`config.mk`:
```
export PLATFORM = sky130hd
export DESIGN_NAME = bgtz_test_cpu
export DESIGN_NICKNAME = d
export VERILOG_FILES = /design/src/rtl/mips_pkg.sv /design/src/rtl/mips_regfile.sv /design/src/rtl/bgtz_test_cpu.sv
export SDC_FILE = /design/constraint.sdc
export NUM_CORES = 1
export LEC_CHECK = 0
export BUFFER_PORTS_ARGS = -buffer_cell sky130_fd_sc_hd__buf_2
export CORE_MARGIN = 10
export CORE_UTILIZATION = 53
export CTS_BUF_LIST = sky130_fd_sc_hd__clkbuf_4 sky130_fd_sc_hd__clkbuf_8 sky130_fd_sc_hd__clkbuf_16
export DETAILED_ROUTE_END_ITERATION = 8
export MAX_ROUTING_LAYER = met4
export PLACE_DENSITY = 0.82
export SLEW_MARGIN = 20
export SYNTH_ARGS = -nofsm -noshare
export SYNTH_HDL_FRONTEND = slang
export SYNTH_SLANG_ARGS = --single-unit
```
`constraint.sdc`:
```
create_clock -name CLK -period 8.9 [get_ports CLK]
set_clock_uncertainty 0.1 [all_clocks]
set_input_delay 1.335 -clock CLK [delete_from_list [all_inputs] [get_ports CLK]]
set_output_delay 1.335 -clock CLK [all_outputs]
set_load 0.02 [all_outputs]
```
`src/rtl/mips_pkg.sv`:
```
// Shared definitions for the BGTZ test core: opcode/funct encodings,
// the ALU operation set and the hard-wired test program.
package mips_pkg;

   // Primary opcodes
   localparam logic [5:0] OP_RTYPE = 6'h00;
   localparam logic [5:0] OP_J     = 6'h02;
   localparam logic [5:0] OP_BEQ   = 6'h04;
   localparam logic [5:0] OP_BNE   = 6'h05;
   localparam logic [5:0] OP_BGTZ  = 6'h07;
   localparam logic [5:0] OP_ADDI  = 6'h08;
   localparam logic [5:0] OP_ADDIU = 6'h09;
   localparam logic [5:0] OP_ANDI  = 6'h0C;
   localparam logic [5:0] OP_ORI   = 6'h0D;
   localparam logic [5:0] OP_LUI   = 6'h0F;
   localparam logic [5:0] OP_LW    = 6'h23;
   localparam logic [5:0] OP_SW    = 6'h2B;

   // R-type function codes
   localparam logic [5:0] FN_SLL  = 6'h00;
   localparam logic [5:0] FN_ADDU = 6'h21;
   localparam logic [5:0] FN_SUBU = 6'h23;
   localparam logic [5:0] FN_AND  = 6'h24;
   localparam logic [5:0] FN_OR   = 6'h25;
   localparam logic [5:0] FN_SLT  = 6'h2A;

   typedef enum logic [2:0] {
      ALU_ADD,
      ALU_SUB,
      ALU_AND,
      ALU_OR,
      ALU_SLT,
      ALU_SLL,
      ALU_LUI
   } alu_op_e;

   // Test program image; every word past the program reads as nop.
   function automatic logic [31:0] rom_word(input logic [29:0] idx);
      logic [31:0] w;
      case (idx)
         30'd0:   w = 32'h24080004; // addiu $t0,$zero,4
         30'd1:   w = 32'h1C000007; // bgtz  $zero,+7   (not taken)
         30'd2:   w = 32'h3C08AABB; // lui   $t0,0xAABB
         30'd3:   w = 32'h3508CCDD; // ori   $t0,$t0,0xCCDD
         30'd4:   w = 32'h1D000004; // bgtz  $t0,+4     (negative, not taken)
         30'd5:   w = 32'hAC080000; // sw    $t0,0($zero)
         30'd6:   w = 32'h240800AA; // addiu $t0,$zero,0xAA
         30'd7:   w = 32'h1D00FFFF; // bgtz  $t0,-1     (taken self-loop)
         30'd8:   w = 32'h00000000; // nop
         30'd9:   w = 32'h24080BAD; // wrong-path marker
         30'd10:  w = 32'h0800000A; // j 10
         default: w = 32'h00000000;
      endcase
      return w;
   endfunction

endpackage

```
`src/rtl/mips_regfile.sv`:
```
// 32x32 register file: two asynchronous read ports, one synchronous write
// port, asynchronous clear. Register 0 is hard-wired to zero.
module mips_regfile
   import mips_pkg::*;
(
   input  logic             clk_i,
   input  logic             rst_ni,
   input  logic [4:0]       ra1_i,
   output logic [31:0]      rd1_o,
   input  logic [4:0]       ra2_i,
   output logic [31:0]      rd2_o,
   input  logic             we_i,
   input  logic [4:0]       wa_i,
   input  logic [31:0]      wd_i,
   output logic [3:0][31:0] t_regs_o
);

   logic [31:0] regs_q [32];

   // Register storage: cleared on reset, written on the clock edge except $zero
   always_ff @(posedge clk_i or negedge rst_ni) begin
      if (!rst_ni) begin
         for (int i = 0; i < 32; i++) begin
            regs_q[i] <= '0;
         end
      end else if (we_i && (wa_i != 5'd0)) begin
         regs_q[wa_i] <= wd_i;
      end
   end

   // Asynchronous reads with $zero forced to 0 and $t0..$t3 taps
   always_comb begin
      rd1_o = (ra1_i == 5'd0) ? 32'h0 : regs_q[ra1_i];
      rd2_o = (ra2_i == 5'd0) ? 32'h0 : regs_q[ra2_i];
      for (int i = 0; i < 4; i++) begin
         t_regs_o[i] = regs_q[8 + i];
      end
   end

endmodule

```
`src/rtl/bgtz_test_cpu.sv`:
```
// Single-cycle MIPS32-subset core running a hard-wired BGTZ test program.
// Decode, ALU, PC logic and data RAM are inline; the register file is a
// sub-module. All outputs are combinational views of architectural state.
module bgtz_test_cpu
   import mips_pkg::*;
#(
   parameter int IMEM_WORDS = 16,
   parameter int DMEM_WORDS = 16
) (
   input  logic        CLK,
   input  logic        reset,
   output logic [31:0] t_0,
   output logic [31:0] t_1,
   output logic [31:0] t_2,
   output logic [31:0] t_3,
   output logic [31:0] w_0,
   output logic        invpc,
   output logic        iAddr,
   output logic        iOp,
   output logic [10:0] error
);

   localparam int DW = (DMEM_WORDS > 1) ? $clog2(DMEM_WORDS) : 1;

   logic [31:0] pc_q, pc_d;
   logic [31:0] dmem_q [DMEM_WORDS];

   logic [31:0] instr;
   logic [5:0]  opcode, funct;
   logic [4:0]  rs, rt, rd, shamt;
   logic [15:0] imm16;

   // Decode controls
   alu_op_e     alu_op;
   logic        alu_b_imm, imm_zext, reg_we, dst_rd;
   logic        mem_rd, mem_wr, is_beq, is_bne, is_bgtz, is_j, illegal;

   logic [31:0] rs_data, rt_data, imm_ext, alu_b, alu_res;
   logic [31:0] load_data, wb_data, pc_plus4, br_target;
   logic [DW-1:0] dmem_idx;
   logic [4:0]  wa;
   logic        br_taken;
   logic [3:0][31:0] t_regs;

   // Instruction fetch: an invalid PC fetches a nop
   always_comb begin
      invpc = (pc_q[1:0] != 2'b00) || (pc_q[31:2] >= 30'(IMEM_WORDS));
      instr = invpc ? 32'h0 : rom_word(pc_q[31:2]);
      opcode = instr[31:26];
      rs     = instr[25:21];
      rt     = instr[20:16];
      rd     = instr[15:11];
      shamt  = instr[10:6];
      funct  = instr[5:0];
      imm16  = instr[15:0];
   end

   // Decode: unsupported encodings clear every side-effect control
   always_comb begin
      alu_op    = ALU_ADD;
      alu_b_imm = 1'b0;
      imm_zext  = 1'b0;
      reg_we    = 1'b0;
      dst_rd    = 1'b0;
      mem_rd    = 1'b0;
      mem_wr    = 1'b0;
      is_beq    = 1'b0;
      is_bne    = 1'b0;
      is_bgtz   = 1'b0;
      is_j      = 1'b0;
      illegal   = 1'b0;
      case (opcode)
         OP_RTYPE: begin
            reg_we = 1'b1;
            dst_rd = 1'b1;
            case (funct)
               FN_ADDU: alu_op = ALU_ADD;
               FN_SUBU: alu_op = ALU_SUB;
               FN_AND:  alu_op = ALU_AND;
               FN_OR:   alu_op = ALU_OR;
               FN_SLT:  alu_op = ALU_SLT;
               FN_SLL:  alu_op = ALU_SLL;
               default: begin
                  illegal = 1'b1;
                  reg_we  = 1'b0;
               end
            endcase
         end
         OP_ADDI, OP_ADDIU: begin
            alu_b_imm = 1'b1;
            reg_we    = 1'b1;
         end
         OP_ANDI: begin
            alu_op    = ALU_AND;
            alu_b_imm = 1'b1;
            imm_zext  = 1'b1;
            reg_we    = 1'b1;
         end
         OP_ORI: begin
            alu_op    = ALU_OR;
            alu_b_imm = 1'b1;
            imm_zext  = 1'b1;
            reg_we    = 1'b1;
         end
         OP_LUI: begin
            alu_op = ALU_LUI;
            reg_we = 1'b1;
         end
         OP_LW: begin
            alu_b_imm = 1'b1;
            reg_we    = 1'b1;
            mem_rd    = 1'b1;
         end
         OP_SW: begin
            alu_b_imm = 1'b1;
            mem_wr    = 1'b1;
         end
         OP_BEQ:  is_beq  = 1'b1;
         OP_BNE:  is_bne  = 1'b1;
         OP_BGTZ: is_bgtz = 1'b1;
         OP_J:    is_j    = 1'b1;
         default: illegal = 1'b1;
      endcase
   end

   assign wa = dst_rd ? rd : rt;

   mips_regfile u_regfile (
      .clk_i    (CLK),
      .rst_ni   (reset),
      .ra1_i    (rs),
      .rd1_o    (rs_data),
      .ra2_i    (rt),
      .rd2_o    (rt_data),
      .we_i     (reg_we),
      .wa_i     (wa),
      .wd_i     (wb_data),
      .t_regs_o (t_regs)
   );

   // ALU
   always_comb begin
      imm_ext = imm_zext ? {16'h0, imm16} : {{16{imm16[15]}}, imm16};
      alu_b   = alu_b_imm ? imm_ext : rt_data;
      case (alu_op)
         ALU_ADD: alu_res = rs_data + alu_b;
         ALU_SUB: alu_res = rs_data - alu_b;
         ALU_AND: alu_res = rs_data & alu_b;
         ALU_OR:  alu_res = rs_data | alu_b;
         ALU_SLT: alu_res = {31'h0, $signed(rs_data) < $signed(alu_b)};
         ALU_SLL: alu_res = rt_data << shamt;
         ALU_LUI: alu_res = {imm16, 16'h0};
         default: alu_res = 32'h0;
      endcase
   end

   // Data memory access check; a bad load returns 0, a bad store is dropped
   always_comb begin
      iAddr     = (mem_rd || mem_wr) &&
                  ((alu_res[1:0] != 2'b00) || (alu_res[31:2] >= 30'(DMEM_WORDS)));
      dmem_idx  = alu_res[DW+1:2];
      load_data = iAddr ? 32'h0 : dmem_q[dmem_idx];
      wb_data   = mem_rd ? load_data : alu_res;
   end

   // Data RAM: cleared on reset, one word written per valid store
   always_ff @(posedge CLK or negedge reset) begin
      if (!reset) begin
         for (int i = 0; i < DMEM_WORDS; i++) begin
            dmem_q[i] <= '0;
         end
      end else if (mem_wr && !iAddr) begin
         dmem_q[dmem_idx] <= rt_data;
      end
   end

   // Next PC: no delay slot; BGTZ uses a signed compare against zero
   always_comb begin
      pc_plus4  = pc_q + 32'd4;
      br_target = pc_plus4 + {{14{imm16[15]}}, imm16, 2'b00};
      br_taken  = (is_beq  && (rs_data == rt_data)) ||
                  (is_bne  && (rs_data != rt_data)) ||
                  (is_bgtz && ($signed(rs_data) > 32'sd0));
      if (is_j) begin
         pc_d = {pc_plus4[31:28], instr[25:0], 2'b00};
      end else if (br_taken) begin
         pc_d = br_target;
      end else begin
         pc_d = pc_plus4;
      end
   end

   // Program counter register
   always_ff @(posedge CLK or negedge reset) begin
      if (!reset) begin
         pc_q <= '0;
      end else begin
         pc_q <= pc_d;
      end
   end

   // Observation outputs
   always_comb begin
      iOp   = illegal;
      t_0   = t_regs[0];
      t_1   = t_regs[1];
      t_2   = t_regs[2];
      t_3   = t_regs[3];
      w_0   = dmem_q[0];
      error = {8'b0, iAddr, invpc, iOp};
   end

endmodule

```
==> results_dict.tcl, run 1 <==
set metrics [dict create \
    path_class "flip-flop to output pin" \
    result_of_the_run "complete, no violations" \
    max-vdd-ir-drop_v 0.000127 \
    p_per_area_nw_per_um2 125 \
    grt_start_max_net_pins 101 \
    first_pass_grt_wire_length_microns 54600 \
    final_cell_mix "190 x sky130_fd_sc_hd__dfrtp_1, 166 x sky130_fd_sc_hd__buf_2, 140 x sky130_fd_sc_hd__nor2_1" \
    tightest_slew_ps 920 \
    avgSynthCellArea_sq_um 8.56 \
    place_inst 1749 \
    crit_path_max_fanout 18 \
    route.antenna.remaining_nets 0 \
    initial_utilization_pct 53.8 \
    post_drt_via_cell_ratio 5.67 \
    antenna_cells_inserted 0 \
    layout_min_cycle_time_ps 8330 \
    maxCapViolCount 0 \
    clk-insertion-delay-late_ps 440 \
    detail_route.first_pass.iterations 5 \
    post-route-period-util_pct 93.6 \
    max_freq_ghz 0.120 \
    die_width_microns 174 \
    die_h_microns 174 \
    htree_num_levels 4 \
    antenna_violations_before_repair 0 \
    worstHoldPathType "flip-flop to flip-flop" \
    areaGrowthSynthToFinish_pct 8.52 \
    via_count 10114 \
    place_hpwl_microns 24800 \
    clk_tree_root_cell "sky130_fd_sc_hd__clkbuf_16" \
    asyncSetResetFlopFracSynth_pct 100 \
    yosysSeqAreaShare_pct 37.8 \
    worst-endpoint-arrival_ps 6900 \
    via_count_of_the_first_global_routing_pass 10258 \
    number_of_synthesized_register_bits 190 \
    cts.reportedPaths.clkPinSlew_ps 80 \
    final-setup-viol-count 0 \
    place_area_sq_um 13000 \
    gr-total-overflow 0 \
    static-leakage-power_nw 7.22 \
    drc_marker_count_from_the_first_detailed_route_iteration 1022 \
    yosys_most_used_dff "sky130_fd_sc_hd__dfrtp_1" \
    clkSinkCount 190 \
    wire_per_inst_microns 18.7 \
    tns_ps 0 \
    synth.distinct_cells 72 \
    remaining_drc_errors 0 \
    design.portCount 176 \
    fin_area_sq_um 13700 \
    drive_gt1_share_pct 18.6 \
    design.final.nets 1556 \
    setup_repair_after_global_routing_missed_its_margin "false" \
    postSynthCellCount 1471 \
    route.final.wire_length_microns 33300 \
    globalRouteTotalUtil_pct 22.4 \
    syn_area_sq_um 12600 \
    report.final.hold_viol_count 0 \
    place_congestion 0.974 \
    cp_data_required_time_ps 7470 \
    final_common_cell "sky130_fd_sc_hd__dfrtp_1" \
    core.rowCount 56 \
    clk_path_buf_depth 2 \
    design.die.area_sq_um 30300 \
    timing.max_slew.rel_slack_pct 37.8 \
    end_kind "output pin" \
    crit_path_start_kind "flip-flop" \
    finalMaxSlewViolations 0 \
    number_of_flops_mapped_to_enable_cells_by_yosys 0 \
    core_sq_um 23400 \
    tritoncts "done" \
    ys.warnings.count 0 \
    cts_made_buffers 17 \
    layout.cells.non_filler 1784 \
    portBuffers 167 \
]
[flip-flops by register name (all words and copies together) (netlist names)]
name	count
u_regfile.t_regs_o	128
w_0	32
pc_q	30
[worst max-delay path, cell delays in order (launching register included)]
cell and delay [ps]:
sky130_fd_sc_hd__dfrtp_1 500, sky130_fd_sc_hd__inv_1 170, sky130_fd_sc_hd__ha_1 480, sky130_fd_sc_hd__nand2b_1 200
sky130_fd_sc_hd__a21oi_1 460, sky130_fd_sc_hd__nor3_1 240, sky130_fd_sc_hd__o21ai_2 690, sky130_fd_sc_hd__nand2_1 140
sky130_fd_sc_hd__nand2_1 180, sky130_fd_sc_hd__ha_1 260, sky130_fd_sc_hd__a211oi_1 300, sky130_fd_sc_hd__o211ai_1 220
sky130_fd_sc_hd__a21oi_1 390, sky130_fd_sc_hd__nor4b_1 150, sky130_fd_sc_hd__nor3_1 550, sky130_fd_sc_hd__xor2_1 190
sky130_fd_sc_hd__o221ai_1 190, sky130_fd_sc_hd__nor4_2 430, sky130_fd_sc_hd__nand4_2 190, sky130_fd_sc_hd__o31a_1 360
sky130_fd_sc_hd__buf_2 170
[kinds of logic after synthesis]
logic type	after synthesis	share of synthesized area [%]
fa+ha+maj	102	10.3
compound gates	291	15.3
simple gates	455	17.2
xor+xnor	70	4.87
other cells	1	0.0298
flops	190	37.8
mux	41	3.63
buf+inv	321	11.0
[power by group]
group | total (mW) | leakage (nW) | internal (mW) | switching, mW
combinational | 0.0199 | 4.40 | 0.000916 | 0.0190
clock | 0.822 | 0.308 | 0.396 | 0.427
sequential | 0.862 | 2.51 | 0.862 | 0
[path summary, 6_finish.rpt]
path	from	slack, ps	cells after the start	to
min in group asynchronous	reset	880	1	w_0[13]$_DFFE_PN0P_
max in group asynchronous	reset	6550	2	pc_q[7]$_DFF_PN0_
hold reg to reg	u_regfile.t_regs_o[35]$_DFFE_PN0P_	280	0	u_regfile.t_regs_o[35]$_DFFE_PN0P_
hold / removal	u_regfile.t_regs_o[35]$_DFFE_PN0P_	280	0	u_regfile.t_regs_o[35]$_DFFE_PN0P_
setup / recovery	pc_q[3]$_DFF_PN0_	570	20	error[2]
setup reg to reg	pc_q[3]$_DFF_PN0_	1310	21	w_0[6]$_DFFE_PN0P_
[synthesized netlist by cell type (27+ instances only)]
| master | count | area share, % |
|---|---|---|
| sky130_fd_sc_hd__buf_4 | 44 | 2.6 |
| sky130_fd_sc_hd__dfrtp_1 | 190 | 38 |
| sky130_fd_sc_hd__xor2_1 | 38 | 2.6 |
| sky130_fd_sc_hd__nor3_1 | 28 | 1.1 |
| sky130_fd_sc_hd__o21ai_0 | 42 | 1.7 |
| sky130_fd_sc_hd__inv_1 | 92 | 2.7 |
| sky130_fd_sc_hd__mux2_2 | 37 | 3.3 |
| sky130_fd_sc_hd__ha_1 | 100 | 9.9 |
| sky130_fd_sc_hd__nand3_1 | 32 | 1.3 |
| sky130_fd_sc_hd__nand2_1 | 118 | 3.5 |
| sky130_fd_sc_hd__a21o_1 | 27 | 1.6 |
| sky130_fd_sc_hd__and2_1 | 41 | 2.0 |
| sky130_fd_sc_hd__o21bai_1 | 36 | 2.1 |
| sky130_fd_sc_hd__xnor2_1 | 32 | 2.2 |
| sky130_fd_sc_hd__nor2_1 | 142 | 4.2 |
| sky130_fd_sc_hd__a21oi_1 | 80 | 3.2 |
| sky130_fd_sc_hd__clkbuf_1 | 173 | 5.2 |
[repair_timing]
item                       CTS  global route
buffers inserted             0             3
hold buffers                 0             0
resized for setup            0             3
setup endpoints to repair    0             2
[metrics by stage]
| stage | setup slack [ps] | hold slack, ps | util, % | power [mW] |
|---|---|---|---|---|
| after floorplan | 1210 | 382 | - | 0.885 |
| after global placement | 924 | 260 | 55.4 | 0.900 |
| after detailed placement | 905 | 260 | 55.4 | 0.901 |
| after CTS | 397 | 280 | 58.2 | 1.72 |
| after global routing | 10.2 | 287 | 58.4 | 1.76 |
| final | 566 | 276 | 58.4 | 1.70 |
[final cells by class]
type                            count  area [sq um]
Tap cell                          319           399
Timing Repair Buffer              183           981
Inverter                           93           349
Multi-Input combinational cell    967          6540
Sequential cell                   190          4750
Clock buffer                       17           425
Clock inverter                     15           218
Fill cell                        2059          9740
[per-layer routing]
| metal | vias to the layer above | global-route usage, % | part of all wire, % |
|---|---|---|---|
| met4 | 0 | 6.45 | 1.9 |
| met3 | 51 | 3.75 | 7.5 |
| met5 | - | - | 0 |
| li1 | 4822 | - | - |
| met1 | 4828 | 30.4 | 46 |
| met2 | 413 | 33.9 | 45 |
No activity file was read; power rests on OpenSTA's default activity.
==> run 2, diff against run 1 <==
GPL_TIMING_DRIVEN = 0   (was not set)
==> run 2 against run 1 <==
Worst setup slack got worse by 220 ps. Power shrank 0.54%. Count of clock-buffer cells in the layout stayed put. Non-clock buffer count rose by 220. Critical path depth increased by 6. Core utilization is 4.4 points higher. Register-to-register slack worse by 190 ps. Final area rose by 7.5%. Via count is 8.8% higher. Sequential power hardly changed. Global-route usage grew 1.3 points. Routed wire length increased by 6.8%. Critical endpoint unchanged. Largest cell class unchanged.
==> results_dict.tcl, run 2 (synthesized netlist as in run 1, its figures left out) <==
set metrics [dict create \
    drive_gt1_share_pct 19.6 \
    final_common_cell "sky130_fd_sc_hd__dfrtp_1" \
    final_cell_mix "189 x sky130_fd_sc_hd__dfrtp_1, 172 x sky130_fd_sc_hd__buf_2, 167 x sky130_fd_sc_hd__clkbuf_1" \
    timing.max_slew.rel_slack_pct 29.8 \
    tritoncts "done" \
    path_class "flip-flop to output pin" \
    report.final.hold_viol_count 0 \
    die_h_microns 174 \
    tns_ps 0 \
    design.portCount 176 \
    design.die.area_sq_um 30300 \
    max-vdd-ir-drop_v 0.0000979 \
    pre_cts_ws_ps -1260 \
    route.antenna.remaining_nets 0 \
    core.rowCount 56 \
    clk-insertion-delay-late_ps 440 \
    first_pass_grt_wire_length_microns 57700 \
    max_freq_ghz 0.117 \
    combinational_cell_fraction_of_total_power_pct 1.4 \
    globalRouteTotalUtil_pct 23.8 \
    antenna_violations_before_repair 0 \
    place_congestion 0.983 \
    result_of_the_run "complete, no violations" \
    via_count_of_the_first_global_routing_pass 10772 \
    portBuffers 167 \
    switching_power_mw 0.439 \
    worst-endpoint-arrival_ps 7120 \
    gr-total-overflow 0 \
    p_int_mw 1.26 \
    post_drt_via_cell_ratio 5.49 \
    p_per_area_nw_per_um2 115 \
    grt_start_max_net_pins 102 \
    cts.reportedPaths.clkPinSlew_ps 80 \
    finalMaxSlewViolations 0 \
    remaining_drc_errors 0 \
    htree_num_levels 4 \
    detail_route.first_pass.iterations 8 \
    setup_repair_after_global_routing_missed_its_margin "false" \
    cp_data_required_time_ps 7470 \
    flip_flop_count_of_the_largest_register_after_layout 128 \
    final-setup-viol-count 0 \
    design.final.nets 1776 \
    drc_marker_count_from_the_first_detailed_route_iteration 1028 \
    place_hpwl_microns 27300 \
    core_sq_um 23400 \
    pwr-share-seq_pct 50.9 \
    swShare_pct 25.9 \
    worstHoldPathType "flip-flop to flip-flop" \
    initial_utilization_pct 53.8 \
    maxCapViolCount 0 \
    tightest_slew_ps 1040 \
    clk_tree_root_cell "sky130_fd_sc_hd__clkbuf_16" \
    setup_ws_post_layout_ps 350 \
    crit_path_start_kind "flip-flop" \
    route.final.wire_length_microns 35600 \
    static-leakage-power_nw 7.68 \
    layout_min_cycle_time_ps 8550 \
    wire_per_inst_microns 17.8 \
    antenna_cells_inserted 0 \
    die_width_microns 174 \
    clockPowerShare_pct 47.7 \
    end_kind "output pin" \
    clkSinkCount 190 \
    via_count 11002 \
    areaGrowthSynthToFinish_pct 16.6 \
    clk_path_buf_depth 2 \
    crit_path_max_fanout 10 \
    post-route-period-util_pct 96.1 \
    cts_made_buffers 17 \
]
## run 2: cell types whose count changed in the layout (fill, tap and decap cells not counted), sizes merged
cell / previous run / this run
clkbuf: 18 / 188
buf: 182 / 232
clkinvlp: 0 / 1
inv: 100 / 99
## run 2: final cells by class
| type | count | area [sq um] |
|---|---|---|
| fillers | 2000 | 8710 |
| multi-input cells | 967 | 6580 |
| flip-flops and latches | 190 | 4760 |
| plain buffers | 225 | 1030 |
| repair buffers | 178 | 952 |
| clock buffers | 17 | 425 |
| well taps | 319 | 399 |
| inverters | 93 | 349 |
| clock inverters | 15 | 200 |
## run 2: repair_timing
item,in CTS,in global routing
setup buffers,1,7
hold buffers,0,0
pin swaps,1,4
gates resized for setup,11,17
setup endpoints to repair,34,2
## run 2: path summary, 6_finish.rpt
path                                                     start                             endpoint  slack (ps)  depth (start not counted)
max                                          pc_q[3]$_DFF_PN0_                             error[2]         350                         26
min                        u_regfile.t_regs_o[103]$_DFFE_PN0P_  u_regfile.t_regs_o[103]$_DFFE_PN0P_         350                          1
max reg2reg                                  pc_q[3]$_DFF_PN0_                  w_0[17]$_DFFE_PN0P_        1120                         25
min reg2reg                u_regfile.t_regs_o[103]$_DFFE_PN0P_  u_regfile.t_regs_o[103]$_DFFE_PN0P_         350                          1
max in group asynchronous                                reset                    pc_q[3]$_DFF_PN0_        6970                          2
min in group asynchronous                                reset                  w_0[14]$_DFFE_PN0P_         770                          1
## run 2: layer usage
layer / routed length (microns) / part of all wire [%] / GRT usage, % / vias up
met5: 0 / 0 / - / -
met4: 512 / 1.4 / 5.45 / 0
met3: 3070 / 8.6 / 5.74 / 57
met2: 15600 / 44 / 35.2 / 441
met1: 16400 / 46 / 32.2 / 5253
li1: - / - / - / 5251
## run 2: power by group through the flow
stage                     Combinational, mW  Sequential [mW]  Clock [mW]
after floorplan                     0.00562            0.880           0
after global placement               0.0228            0.880           0
after detailed placement             0.0254            0.880           0
after CTS                            0.0255            0.862       0.823
after global routing                 0.0279            0.862       0.863
final                                0.0244            0.862       0.809
## run 2: critical path, stage by stage, from the launching register on
cell	delay (ps)
sky130_fd_sc_hd__dfrtp_2	480
sky130_fd_sc_hd__inv_1	180
sky130_fd_sc_hd__ha_2	370
sky130_fd_sc_hd__nand2b_1	270
sky130_fd_sc_hd__a21oi_4	150
sky130_fd_sc_hd__o21ai_0	280
sky130_fd_sc_hd__a21oi_2	120
sky130_fd_sc_hd__o21ai_2	390
sky130_fd_sc_hd__clkbuf_2	310
sky130_fd_sc_hd__nand2_1	130
sky130_fd_sc_hd__nand2_1	110
sky130_fd_sc_hd__ha_1	230
sky130_fd_sc_hd__fa_1	290
sky130_fd_sc_hd__a211oi_2	120
sky130_fd_sc_hd__o211ai_2	230
sky130_fd_sc_hd__nand4_1	250
sky130_fd_sc_hd__a211oi_4	480
sky130_fd_sc_hd__o2111ai_1	260
sky130_fd_sc_hd__a211oi_1	370
sky130_fd_sc_hd__o21ai_1	200
sky130_fd_sc_hd__nand3_1	130
sky130_fd_sc_hd__or3b_2	450
sky130_fd_sc_hd__buf_2	150
sky130_fd_sc_hd__buf_2	120
sky130_fd_sc_hd__o31a_1	310
sky130_fd_sc_hd__buf_4	140
sky130_fd_sc_hd__buf_2	150
## run 2: per-stage QoR
| step | hold WS (ps) | instance area (sq um) | instances | utilization, % | power, mW |
|---|---|---|---|---|---|
| detailed placement | 341 | 13900 | 1967 | 59.5 | 0.905 |
| finish | 354 | 14700 | 2004 | 62.8 | 1.70 |
| CTS | 359 | 14600 | 1997 | 62.3 | 1.71 |
| global route | 374 | 14700 | 2004 | 62.8 | 1.75 |
| floorplan | 382 | 12600 | 1478 | - | 0.885 |
| global placement | 335 | 13900 | 1964 | 59.2 | 0.903 |
